### config.mk
export PLATFORM = sky130hd
export DESIGN_NAME = mem_arbiter
export DESIGN_NICKNAME = d
export VERILOG_FILES = /design/src/rtl/mem_arbiter.sv
export SDC_FILE = /design/constraint.sdc
export NUM_CORES = 1
export LEC_CHECK = 0
export ABC_CLOCK_PERIOD_IN_PS = 1800
export BUFFER_PORTS_ARGS = -buffer_cell sky130_fd_sc_hd__buf_2
export CAP_MARGIN = 15
export CORE_AREA = 2 2 203 205
export DETAILED_ROUTE_END_ITERATION = 8
export DIE_AREA = 0 0 205 207
export PLACE_DENSITY_LB_ADDON = 0.2
export SETUP_SLACK_MARGIN = 0.5
export SLEW_MARGIN = 10
export SYNTH_ARGS = -nofsm -noshare
export SYNTH_HDL_FRONTEND = slang
export SYNTH_SLANG_ARGS = --single-unit
export TNS_END_PERCENT = 1
### constraint.sdc
create_clock -name clk -period 1.8 [get_ports clk]
set_clock_uncertainty 0.05 [all_clocks]
set_input_delay 0.27 -clock clk [delete_from_list [all_inputs] [get_ports clk]]
set_output_delay 0.27 -clock clk [all_outputs]
set_load 0.02 [all_outputs]
### src/rtl/mem_arbiter.sv
// Two-requester round-robin arbiter in front of a single line-oriented memory port.
// One transaction at a time: IDLE picks a winner, BUSY drives memory, DONE pulses completion.
module mem_arbiter #(
    parameter int RISC_data = 32,
    parameter int main_data = 128,
    parameter int TIMEOUT   = 64
) (
    input  logic                 clk,
    input  logic                 RST,

    input  logic                 req0_RE,
    input  logic                 req0_WE,
    input  logic [9:0]           req0_A,
    input  logic [RISC_data-1:0] req0_WD,
    output logic                 req0_done,
    output logic                 req0_err,
    output logic [main_data-1:0] req0_RD,

    input  logic                 req1_RE,
    input  logic                 req1_WE,
    input  logic [9:0]           req1_A,
    input  logic [RISC_data-1:0] req1_WD,
    output logic                 req1_done,
    output logic                 req1_err,
    output logic [main_data-1:0] req1_RD,

    output logic                 mem_RE,
    output logic                 mem_WE,
    output logic [7:0]           mem_A,
    output logic [1:0]           mem_word_loc,
    output logic [RISC_data-1:0] mem_WD,
    input  logic                 mem_done,
    input  logic [main_data-1:0] mem_RD,

    output logic                 busy,
    output logic [1:0]           grant,
    output logic [1:0]           dbg_state
);

    // Handshake: a requester is "valid" while RE or WE is high and must hold RE/WE/A/WD
    // stable until it samples reqn_done; reqn_done acts as the one-cycle "ready/accept".
    // On the memory side the strobe is "valid" and mem_done is "ready"; the strobe drops
    // on the edge that samples mem_done.

    localparam int CW = (TIMEOUT > 1) ? $clog2(TIMEOUT) : 1;
    localparam logic [CW-1:0] CNT_MAX = CW'(TIMEOUT - 1);

    typedef enum logic [1:0] {
        IDLE = 2'd0,
        BUSY = 2'd1,
        DONE = 2'd2
    } state_t;

    state_t                state, state_n;
    logic                  owner, owner_n;
    logic                  op_wr, op_wr_n;
    logic                  ptr, ptr_n;
    logic [CW-1:0]         cnt, cnt_n;

    logic                  mem_re_n, mem_we_n;
    logic [7:0]            mem_a_n;
    logic [1:0]            mem_wl_n;
    logic [RISC_data-1:0]  mem_wd_n;
    logic                  done0_n, done1_n, err0_n, err1_n;
    logic [main_data-1:0]  rd0_n, rd1_n;
    logic                  busy_n;
    logic [1:0]            grant_n;

    logic                  pend0, pend1, win;

    assign pend0 = req0_RE | req0_WE;
    assign pend1 = req1_RE | req1_WE;
    // Pointer only matters on a tie; a lone requester always wins.
    assign win   = (pend0 & pend1) ? ptr : pend1;

    assign dbg_state = state;

    always_comb begin
        state_n  = state;
        owner_n  = owner;
        op_wr_n  = op_wr;
        ptr_n    = ptr;
        cnt_n    = cnt;
        mem_re_n = mem_RE;
        mem_we_n = mem_WE;
        mem_a_n  = mem_A;
        mem_wl_n = mem_word_loc;
        mem_wd_n = mem_WD;
        done0_n  = 1'b0;
        done1_n  = 1'b0;
        err0_n   = 1'b0;
        err1_n   = 1'b0;
        rd0_n    = req0_RD;
        rd1_n    = req1_RD;
        busy_n   = busy;
        grant_n  = grant;

        case (state)
            IDLE: begin
                if (pend0 | pend1) begin
                    owner_n  = win;
                    op_wr_n  = win ? req1_WE : req0_WE;
                    mem_re_n = ~op_wr_n;
                    mem_we_n = op_wr_n;
                    mem_a_n  = win ? req1_A[9:2] : req0_A[9:2];
                    mem_wl_n = win ? req1_A[1:0] : req0_A[1:0];
                    mem_wd_n = win ? req1_WD : req0_WD;
                    cnt_n    = '0;
                    grant_n  = win ? 2'b10 : 2'b01;
                    busy_n   = 1'b1;
                    state_n  = BUSY;
                end
            end
            BUSY: begin
                // mem_done wins over a coincident timeout.
                if (mem_done) begin
                    mem_re_n = 1'b0;
                    mem_we_n = 1'b0;
                    state_n  = DONE;
                    if (owner) begin
                        done1_n = 1'b1;
                        if (!op_wr) rd1_n = mem_RD;
                    end else begin
                        done0_n = 1'b1;
                        if (!op_wr) rd0_n = mem_RD;
                    end
                end else if (cnt == CNT_MAX) begin
                    mem_re_n = 1'b0;
                    mem_we_n = 1'b0;
                    state_n  = DONE;
                    if (owner) begin
                        done1_n = 1'b1;
                        err1_n  = 1'b1;
                    end else begin
                        done0_n = 1'b1;
                        err0_n  = 1'b1;
                    end
                end else begin
                    cnt_n = cnt + CW'(1);
                end
            end
            DONE: begin
                state_n = IDLE;
                grant_n = 2'b00;
                busy_n  = 1'b0;
                ptr_n   = ~owner;
            end
            default: begin
                state_n  = IDLE;
                mem_re_n = 1'b0;
                mem_we_n = 1'b0;
                grant_n  = 2'b00;
                busy_n   = 1'b0;
            end
        endcase
    end

    always_ff @(posedge clk) begin
        if (RST) begin
            state        <= IDLE;
            owner        <= 1'b0;
            op_wr        <= 1'b0;
            ptr          <= 1'b0;
            cnt          <= '0;
            mem_RE       <= 1'b0;
            mem_WE       <= 1'b0;
            mem_A        <= '0;
            mem_word_loc <= '0;
            mem_WD       <= '0;
            req0_done    <= 1'b0;
            req1_done    <= 1'b0;
            req0_err     <= 1'b0;
            req1_err     <= 1'b0;
            req0_RD      <= '0;
            req1_RD      <= '0;
            busy         <= 1'b0;
            grant        <= 2'b00;
        end else begin
            state        <= state_n;
            owner        <= owner_n;
            op_wr        <= op_wr_n;
            ptr          <= ptr_n;
            cnt          <= cnt_n;
            mem_RE       <= mem_re_n;
            mem_WE       <= mem_we_n;
            mem_A        <= mem_a_n;
            mem_word_loc <= mem_wl_n;
            mem_WD       <= mem_wd_n;
            req0_done    <= done0_n;
            req1_done    <= done1_n;
            req0_err     <= err0_n;
            req1_err     <= err1_n;
            req0_RD      <= rd0_n;
            req1_RD      <= rd1_n;
            busy         <= busy_n;
            grant        <= grant_n;
        end
    end

endmodule

# Word-level counts from Yosys, hierarchy flattened

Index checks and enable logic that the tools add are counted.

Add/subtract/negate cells: 1
Eq/ne operators: 7
Multiplexer cells: 30
Bitwise operators: 9
Reductions and logical operators: 11

Operators with widths:

| cell                  | count |
|---|---|
| $mux W32              | 1 |
| $mux W6               | 3 |
| $mux W1               | 13 |
| $mux W2               | 6 |
| $pmux W6 S2           | 1 |
| $reduce_and A4 Y1     | 3 |
| $mux W8               | 1 |
| $pmux W2 S2           | 2 |
| $add A6 B1 Y6 const B | 1 |
| $eq A6 B6 Y1 const B  | 1 |
| $ne A2 B2 Y1 const B  | 3 |
| $pmux W1 S3           | 2 |
| $reduce_and A2 Y1     | 3 |
| $not A1 Y1            | 5 |
| $ne A3 B3 Y1 const B  | 1 |
| $or A1 B1 Y1          | 3 |
| $reduce_and A3 Y1     | 1 |
| $reduce_or A3 Y1      | 1 |
| $eq A2 B1 Y1 const B  | 1 |
| $eq A2 B2 Y1 const B  | 1 |
| $logic_not A2 Y1      | 1 |
| $pmux W1 S2           | 1 |
| $reduce_bool A2 Y1    | 1 |
| $reduce_or A2 Y1      | 1 |
| $and A1 B1 Y1         | 1 |

Register bits after elaboration: 318
Input port bits: 219
Output and inout port bits: 309
Word-level logic and storage cells: 76

# Logic depth before layout (Yosys ltp)

Gate-level depths: netlist of the first run.

Depth in word-level cells: 7
Gate-level depth with buffers: 8
Gate-level depth less buffers: 5

# Worst setup path after synthesis of the first run

No wires, ideal clock.

Path kind: reg2reg
Start: register state[1] (netlist: dbg_state[1])
End: register mem_A[0]
Library setup time: 0.123 ns
Data arrival time: 1.594 ns
Data required time: 1.627 ns
Slack: 0.033 ns
Stages on the path, launching flop included: 9
Buffers on the path: 4
Clock period less this slack: 1.767 ns
Path through: dfxtp_1 -> buf_6 -> or2_1 -> buf_6 -> o21ba_1 -> buf_2 -> buf_4 -> a222oi_1 -> inv_1

Cells in the longest elaborated chain, start to end: 2

RTL lines:

| element                            | line | text |
|---|---|---|
| from (decl)                        | 54   | `state_t state, state_n;` |
| from (signal assigned)             | 179  | `state <= state_n;` |
| $logic_not A2 Y1                   | 98   | `case (state)` |
| $reduce_and A2 Y1 (no source line) | n/a  |  |
| to (signal assigned)               | 186  | `mem_A <= mem_a_n;` |
| to (decl)                          | 29   | `output logic [7:0] mem_A,` |

Every way passes these cells.
A chain may end at the register's enable or synchronous reset.

# Worst setup path after layout of the first run

Start: register state[0] (netlist: dbg_state[0])
End: register mem_word_loc[0]

Cells in the longest elaborated chain, start to end: 2

RTL lines:

| element                            | line | text |
|---|---|---|
| $logic_not A2 Y1                   | 98   |  |
| $reduce_and A2 Y1 (no source line) | n/a  |  |
| to (signal assigned)               | 187  | `mem_word_loc <= mem_wl_n;` |
| to (decl)                          | 30   | `output logic [1:0] mem_word_loc,` |

Every way passes these cells.

==> results of run 1 <==
[logic make-up (layout without fill, tap and decap cells)]
kind of cell / count (synthesis) / after routing / synth area share (%)
AND/OR/NAND/NOR: 560 / 560 / 19.7
AO/OA/AOI/OAI: 327 / 327 / 17.3
flip-flops: 318 / 318 / 57.0
buffers and inverters: 149 / 906 / 5.97
adder cells (fa/ha/maj): 1 / 1 / 0.112
other: 0 / 2 / 0
[power by group through the flow]
stage	sequential [uW]	clock, uW	combinational, uW
2_1_floorplan	7970	0	697
3_3_place_gp	7620	0	1850
3_5_place_dp	7630	0	1860
4_1_cts	7480	7560	2410
5_1_grt	7520	7830	2680
6_report	7490	7350	2500
[sequential cells by signal, indices dropped and copies added (netlist names)]
name and count:
cnt 6, req1_err 1, op_wr 1, dbg_state 2, owner 1, req1_done 1
mem_WE 1, req0_RD 128, mem_A 8, mem_WD 32, mem_RE 1, ptr 1
req0_err 1, busy 1, mem_word_loc 2, grant 2, req0_done 1, req1_RD 128
[worst reg2reg max path, delay by kind of cell (launching register included)]
| family | cells | cell delay, ps |
|---|---|---|
| AND/OR/NAND/NOR | 1 | 270 |
| buffers and inverters | 4 | 590 |
| AO/OA/AOI/OAI | 2 | 340 |
| flip-flops | 1 | 350 |
[timing repair]
item,CTS,global route
buffers inserted,8,7
cloned,9,6
endpoints found under the hold margin,303,0
resized for setup,20,28
endpoints found under the setup margin,623,626
pin swaps,5,6
hold buffers,214,0
[layer usage]
layer / routed length, um / part of all wire (%) / up-vias
met5: 13 / 0.029 / -
met4: 1110 / 2.5 / 2
met3: 3220 / 7.2 / 72
met2: 22600 / 50 / 455
met1: 17900 / 40 / 5703
li1: - / - / 5952
[cell usage in the layout (no fill, tap or decap), types with 5 or more instances in the layout]
| cell type | n |
|---|---|
| a21oi_1 | 258 |
| a222oi_1 | 42 |
| clkbuf_1 | 8 |
| buf_6 | 6 |
| inv_1 | 46 |
| dfxtp_1 | 312 |
| clkbuf_16 | 43 |
| buf_12 | 15 |
| dlygate4sd3_1 | 214 |
| buf_16 | 12 |
| nand2_1 | 517 |
| clkbuf_8 | 10 |
| clkinv_2 | 6 |
| a21oi_2 | 5 |
| nor2_1 | 8 |
| buf_4 | 13 |
| buf_2 | 525 |
[final cells by class]
cell class	instances	share of cell area (%)
antenna	2	0.0272
clock buffer	56	6.13
clock inverter	10	0.340
timing repair buffer	794	31.3
tap	532	3.61
inverter	46	0.937
sequential	318	34.6
multi-input combinational	888	23.0
[per-stage QoR]
step | power, uW | hold WS (ps) | std cells | instance area, sq um
2_1_floorplan | 8660 | 298 | 1355 | 11200
3_3_place_gp | 9470 | 388 | 2334 | 14400
3_5_place_dp | 9490 | 393 | 2334 | 14400
4_1_cts | 17500 | 51.7 | 2631 | 18100
5_1_grt | 18000 | 77.7 | 2646 | 18400
6_report | 17300 | 85.2 | 2646 | 18400
[final timing paths]
path                endpoint  depth (start not counted)
max          mem_word_loc[0]                          7
min                   cnt[0]                          3
max reg2reg  mem_word_loc[0]                          7
min reg2reg     req0_RD[125]                          2
==> out/metrics.csv, run 1 <==
metric;value;unit
power-per-cell-area;941;nW/um^2
fillers;3980;
yosys_warnings;0;
worstPathArrival;2090;ps
synth_seq_area_share;57.0;%
critPathKind;reg2reg;
switching_share;26.1;%
power.internal;12800;uW
synth.most_common_cell;nand2_1;
hp-class;in2reg;
synth_area_leaders;dfxtp_1 57%, nand2_1 17%, a21oi_1 12%;
path_clk_slew;60;ps
path_cells;or2_4 > buf_6 > a2111oi_4 > buf_6 > buf_6 > a222oi_1 > inv_1;
grt_start_max_net_pins;158;
drt_first_pass_iters;9;
cap_violations;0;
dpl_worst_slack;101;ps
overflow;0;
dieWidth;205;um
multi_input_area;4230;sq um
routed_wl;44.8;mm
vias_per_cell;4.60;
critical-path-top-delay-family;buffers and inverters;
syn_avg_cell_area;8.25;sq um
core;40400;sq um
grt_pass1_vias;11900;
wl_per_cell;16.9;um
cts_root_buf;clkbuf_16;
fin_setup_tns;0;ps
slew_viol_final;0;
path_buf_inv;4;
dieArea;42400;sq um
cp.required;2230;ps
rsz0062_at_grt;yes;
globalplace.congestion;0.819;
grt_usage;19.6;%
path_max_fanout;21;
p_leak;0.00830;uW
synth_top_area_share;57.0;%
num_io_pins;528;
fin_util;45.6;%
syn_area;11200;sq um
busiest_layer;met2;
r2r_slack;140;ps
hold_violations;0;
yosys.area.top_type;dfxtp_1;
start_kind;flip-flop;
crit_top_cell;buf_6;
use_met3;5.16;%
tightest_slew;828;ps
ys_types;45;
start_util;27.7;%
rows;74;
via_count;12200;
antenna_found_initial;3;
failed_checks;DRC;
cp-end-kind;flip-flop;
grtUsageMet2;35.1;%
drive_above_1_share;31.5;%
grt.met1_usage;22.4;%
final_nets;2306;
critPathMaxStageDelay;350;ps
cts.sinks;318;
io_buffers;527;
status;finished with violations;
async_flop_share;0;%
r2r-start;dbg_state[0];
setup_viol;0;
clock_path_buffers;3;
cp_slowest_cell;dfxtp_4;
ys_dominant_reg_cell;dfxtp_1;
p_comb_share;14.4;%
ir_drop;628;uV
switching_power;4530;uW
area_growth;64.9;%
fp.dieH;207;um
insertion_delay;540;ps
first_iter_violations;717;
grt_pass1_wl;65.9;mm
htree_num_levels;2;
synth_edf_count;0;
min-delay-start;RST;
clock_power_share;42.4;%
syn-num-nets;1575;
synthCells;1355;
cts_tree;yes;
dp_hpwl;26.3;mm
ff_latch_area;6380;sq um
ant_nets;0;
postLayoutSetupSlackWorst;141;ps
fin_crit_sh;92.2;%
numCtsBuffers;38;
synth_commonest_cells;521 x nand2_1, 318 x dfxtp_1, 262 x a21oi_1;
pwr-share-seq;43.2;%
max_slew_margin;44.8;%
drcViolationCount;10;
ys_ff_latch;318;
crit_start;dbg_state[0];
clock.fmax;0.603;GHz
fin_crit;1660;ps
Note: power is estimated with default switching activity, not from simulation.
==> run 2: changes to the inputs <==
--- a/config.mk
+++ b/config.mk
@@ -12,7 +12,7 @@
 export DETAILED_ROUTE_END_ITERATION = 8
 export DIE_AREA = 0 0 205 207
 export PLACE_DENSITY_LB_ADDON = 0.2
-export SETUP_SLACK_MARGIN = 0.5
+export SETUP_SLACK_MARGIN = 0.05
 export SLEW_MARGIN = 10
 export SYNTH_ARGS = -nofsm -noshare
 export SYNTH_HDL_FRONTEND = slang
==> run 2 against run 1 <==
Design area down 2.4%. Critical path depth fell by 2. Register-to-register slack barely moved. Critical endpoint is now mem_WD[30]. Worst setup slack worse by 1.7 ps. Sequential share of layout area grew 0.78 points. Largest cell class unchanged. Global-route usage shrank 1.2 points. The run now ends clean. Total power is 1.1% higher. Critical path type unchanged. Fmax down 0.10%. Via count decreased by 1.9%. Flip-flop and latch count did not move. Combinational power decreased by 9.6%. Die area unchanged.
==> out/metrics.csv, run 2 (synthesized netlist as in run 1, its figures left out) <==
metric;value;unit;change
routed_wl;40.8;mm;was 44.8 mm
fin_util;44.6;%;was 45.6%
numCtsBuffers;37;;was 38
reg_top3;req0_RD x128, req1_RD x128, mem_WD x32;;unchanged
busiest_layer;met2;;unchanged
fin_crit;1660;ps;about the same
core;40400;sq um;unchanged
critical-path-top-delay-family;compound AO/OA/AOI/OAI gates;;was buffers and inverters
critPathKind;reg2reg;;unchanged
num_io_pins;528;;unchanged
grt_start_max_net_pins;154;;was 158
slew_viol_final;0;;unchanged
insertion_delay;540;ps;about the same
drt_first_pass_iters;8;;was 9
hold_path_end;mem_RE;;was cnt[0]
cp-end-kind;flip-flop;;unchanged
path_buf_inv;2;;was 4
grtUsageMet2;30.7;%;was 35.1%
fin_crit_sh;92.3;%;was 92.2%
drive_above_1_share;30.5;%;was 31.5%
use_met3;5.25;%;was 5.16%
dieWidth;205;um;unchanged
dp_hpwl;26.7;mm;was 26.3 mm
r2r-start;dbg_state[1];;was dbg_state[0]
critPathMaxStageDelay;340;ps;was 350 ps
fp.dieH;207;um;unchanged
path_clk_slew;60;ps;about the same
grt_pass1_vias;11900;;about the same
final_nets;2290;;was 2306
antenna_found_initial;2;;was 3
globalplace.congestion;0.800;;was 0.819
layout_common_cells;526 x buf_2, 519 x nand2_1, 316 x dfxtp_1;;was 525 x buf_2, 517 x nand2_1, 312 x dfxtp_1
io_buffers;527;;unchanged
tightest_slew;842;ps;was 828 ps
layout_commonest_cell;buf_2;;unchanged
multi_input_area;4180;sq um;was 4230 sq um
hold_violations;0;;unchanged
fin_setup_tns;0;ps;unchanged
start_kind;flip-flop;;unchanged
via_count;12000;;was 12200
reg2reg_depth;5;;was 7
overflow;0;;unchanged
r2r_slack;140;ps;about the same
dieArea;42400;sq um;unchanged
ir_drop;646;uV;was 628 uV
cp_slowest_cell;dfxtp_2;;was dfxtp_4
start_util;27.7;%;unchanged
rows;74;;unchanged
max_slew_margin;43.9;%;was 44.8%
cts_setup_buffers;0;;was 8
p_leak;0.00813;uW;was 0.00830 uW
r2r-end;mem_WD[30];;was mem_word_loc[0]
cts_tree;yes;;unchanged
status;completed;;was finished with violations
cp.required;2170;ps;was 2230 ps
ant_nets;0;;unchanged
crit_start;dbg_state[1];;was dbg_state[0]
cap_violations;0;;unchanged
wl_per_cell;15.5;um;was 16.9 um
path_cells;or2_4 > o21ba_4 > buf_4 > a222oi_1 > inv_1;;was or2_4 > buf_6 > a2111oi_4 > buf_6 > buf_6 > a222oi_1 > inv_1
hp-class;in2reg;;unchanged
cts_root_buf;clkbuf_16;;unchanged
fillers;4011;;was 3980
setup_viol;0;;unchanged
clock_path_buffers;3;;unchanged
rsz0062_at_grt;yes;;unchanged
power-per-cell-area;975;nW/um^2;was 941 nW/um^2
area_growth;60.9;%;was 64.9%
first_iter_violations;871;;was 717
htree_num_levels;2;;unchanged
worstHoldPathCells;3;;unchanged
worstPathArrival;2030;ps;was 2090 ps
drcViolationCount;0;;was 10
vias_per_cell;4.54;;was 4.60
grt_pass1_wl;63.3;mm;was 65.9 mm
grt.met1_usage;21.3;%;was 22.4%
clock.fmax;0.602;GHz;was 0.603 GHz
path_max_fanout;21;;unchanged
min-delay-start;req1_RE;;was RST
cts.sinks;318;;unchanged
ff_latch_area;6370;sq um;was 6380 sq um
grt_usage;18.4;%;was 19.6%
-- run 2: layer usage --
metal  wire, um  vias up  share of wire (%)
li1           -     5914                  -
met1      16500     5471                 40
met2      19300      450                 47
met3       3090      115                7.6
met4       1880        2                4.6
met5         26        -              0.064
-- run 2: through the flow --
stage	std cells	area (sq um)	hold WS, ps	setup slack, ps	power, uW
3_3_place_gp	2349	14500	388	98.8	9490
4_1_cts	2631	18000	88.1	75.2	17800
6_report	2632	18000	130	139	17500
2_1_floorplan	1355	11200	298	75.6	8650
3_5_place_dp	2349	14500	394	90.2	9510
5_1_grt	2632	18000	128	31.9	18300
-- run 2: final cells by class --
class | count | share of cell area, %
tap | 532 | 3.70
inverter | 46 | 0.960
timing repair buffer | 779 | 29.6
clock buffer | 58 | 6.49
clock inverter | 10 | 0.633
multi-input combinational | 888 | 23.2
sequential | 318 | 35.4
antenna | 1 | 0.0139
-- run 2: how the worst max path moves through the flow --
stage	end	slack, ps	depth (start not counted)
after global placement	mem_WD[22]	100	6
after floorplan	mem_A[0]	80	8
final	mem_WD[30]	140	5
after detailed placement	mem_WD[1]	90	6
after CTS	mem_WD[28]	80	5
after global routing	req0_done	30	5
-- run 2: power breakdown --
part	switching [uW]	internal [uW]
Combinational	1260	1000
Sequential	156	7330
Clock	3030	4760
Total	4450	13100
-- run 2: timing repair --
item / in CTS / in global routing
resized for setup: 0 / 7
hold buffers: 214 / 0
setup endpoints to repair: 0 / 74
endpoints found under the hold margin: 304 / 0
-- run 2: worst min-delay path: cells and delay by family --
| family | cells | cell delay [ps] |
|---|---|---|
| buffers and inverters | 1 | 140 |
| AO/OA/AOI/OAI | 2 | 270 |
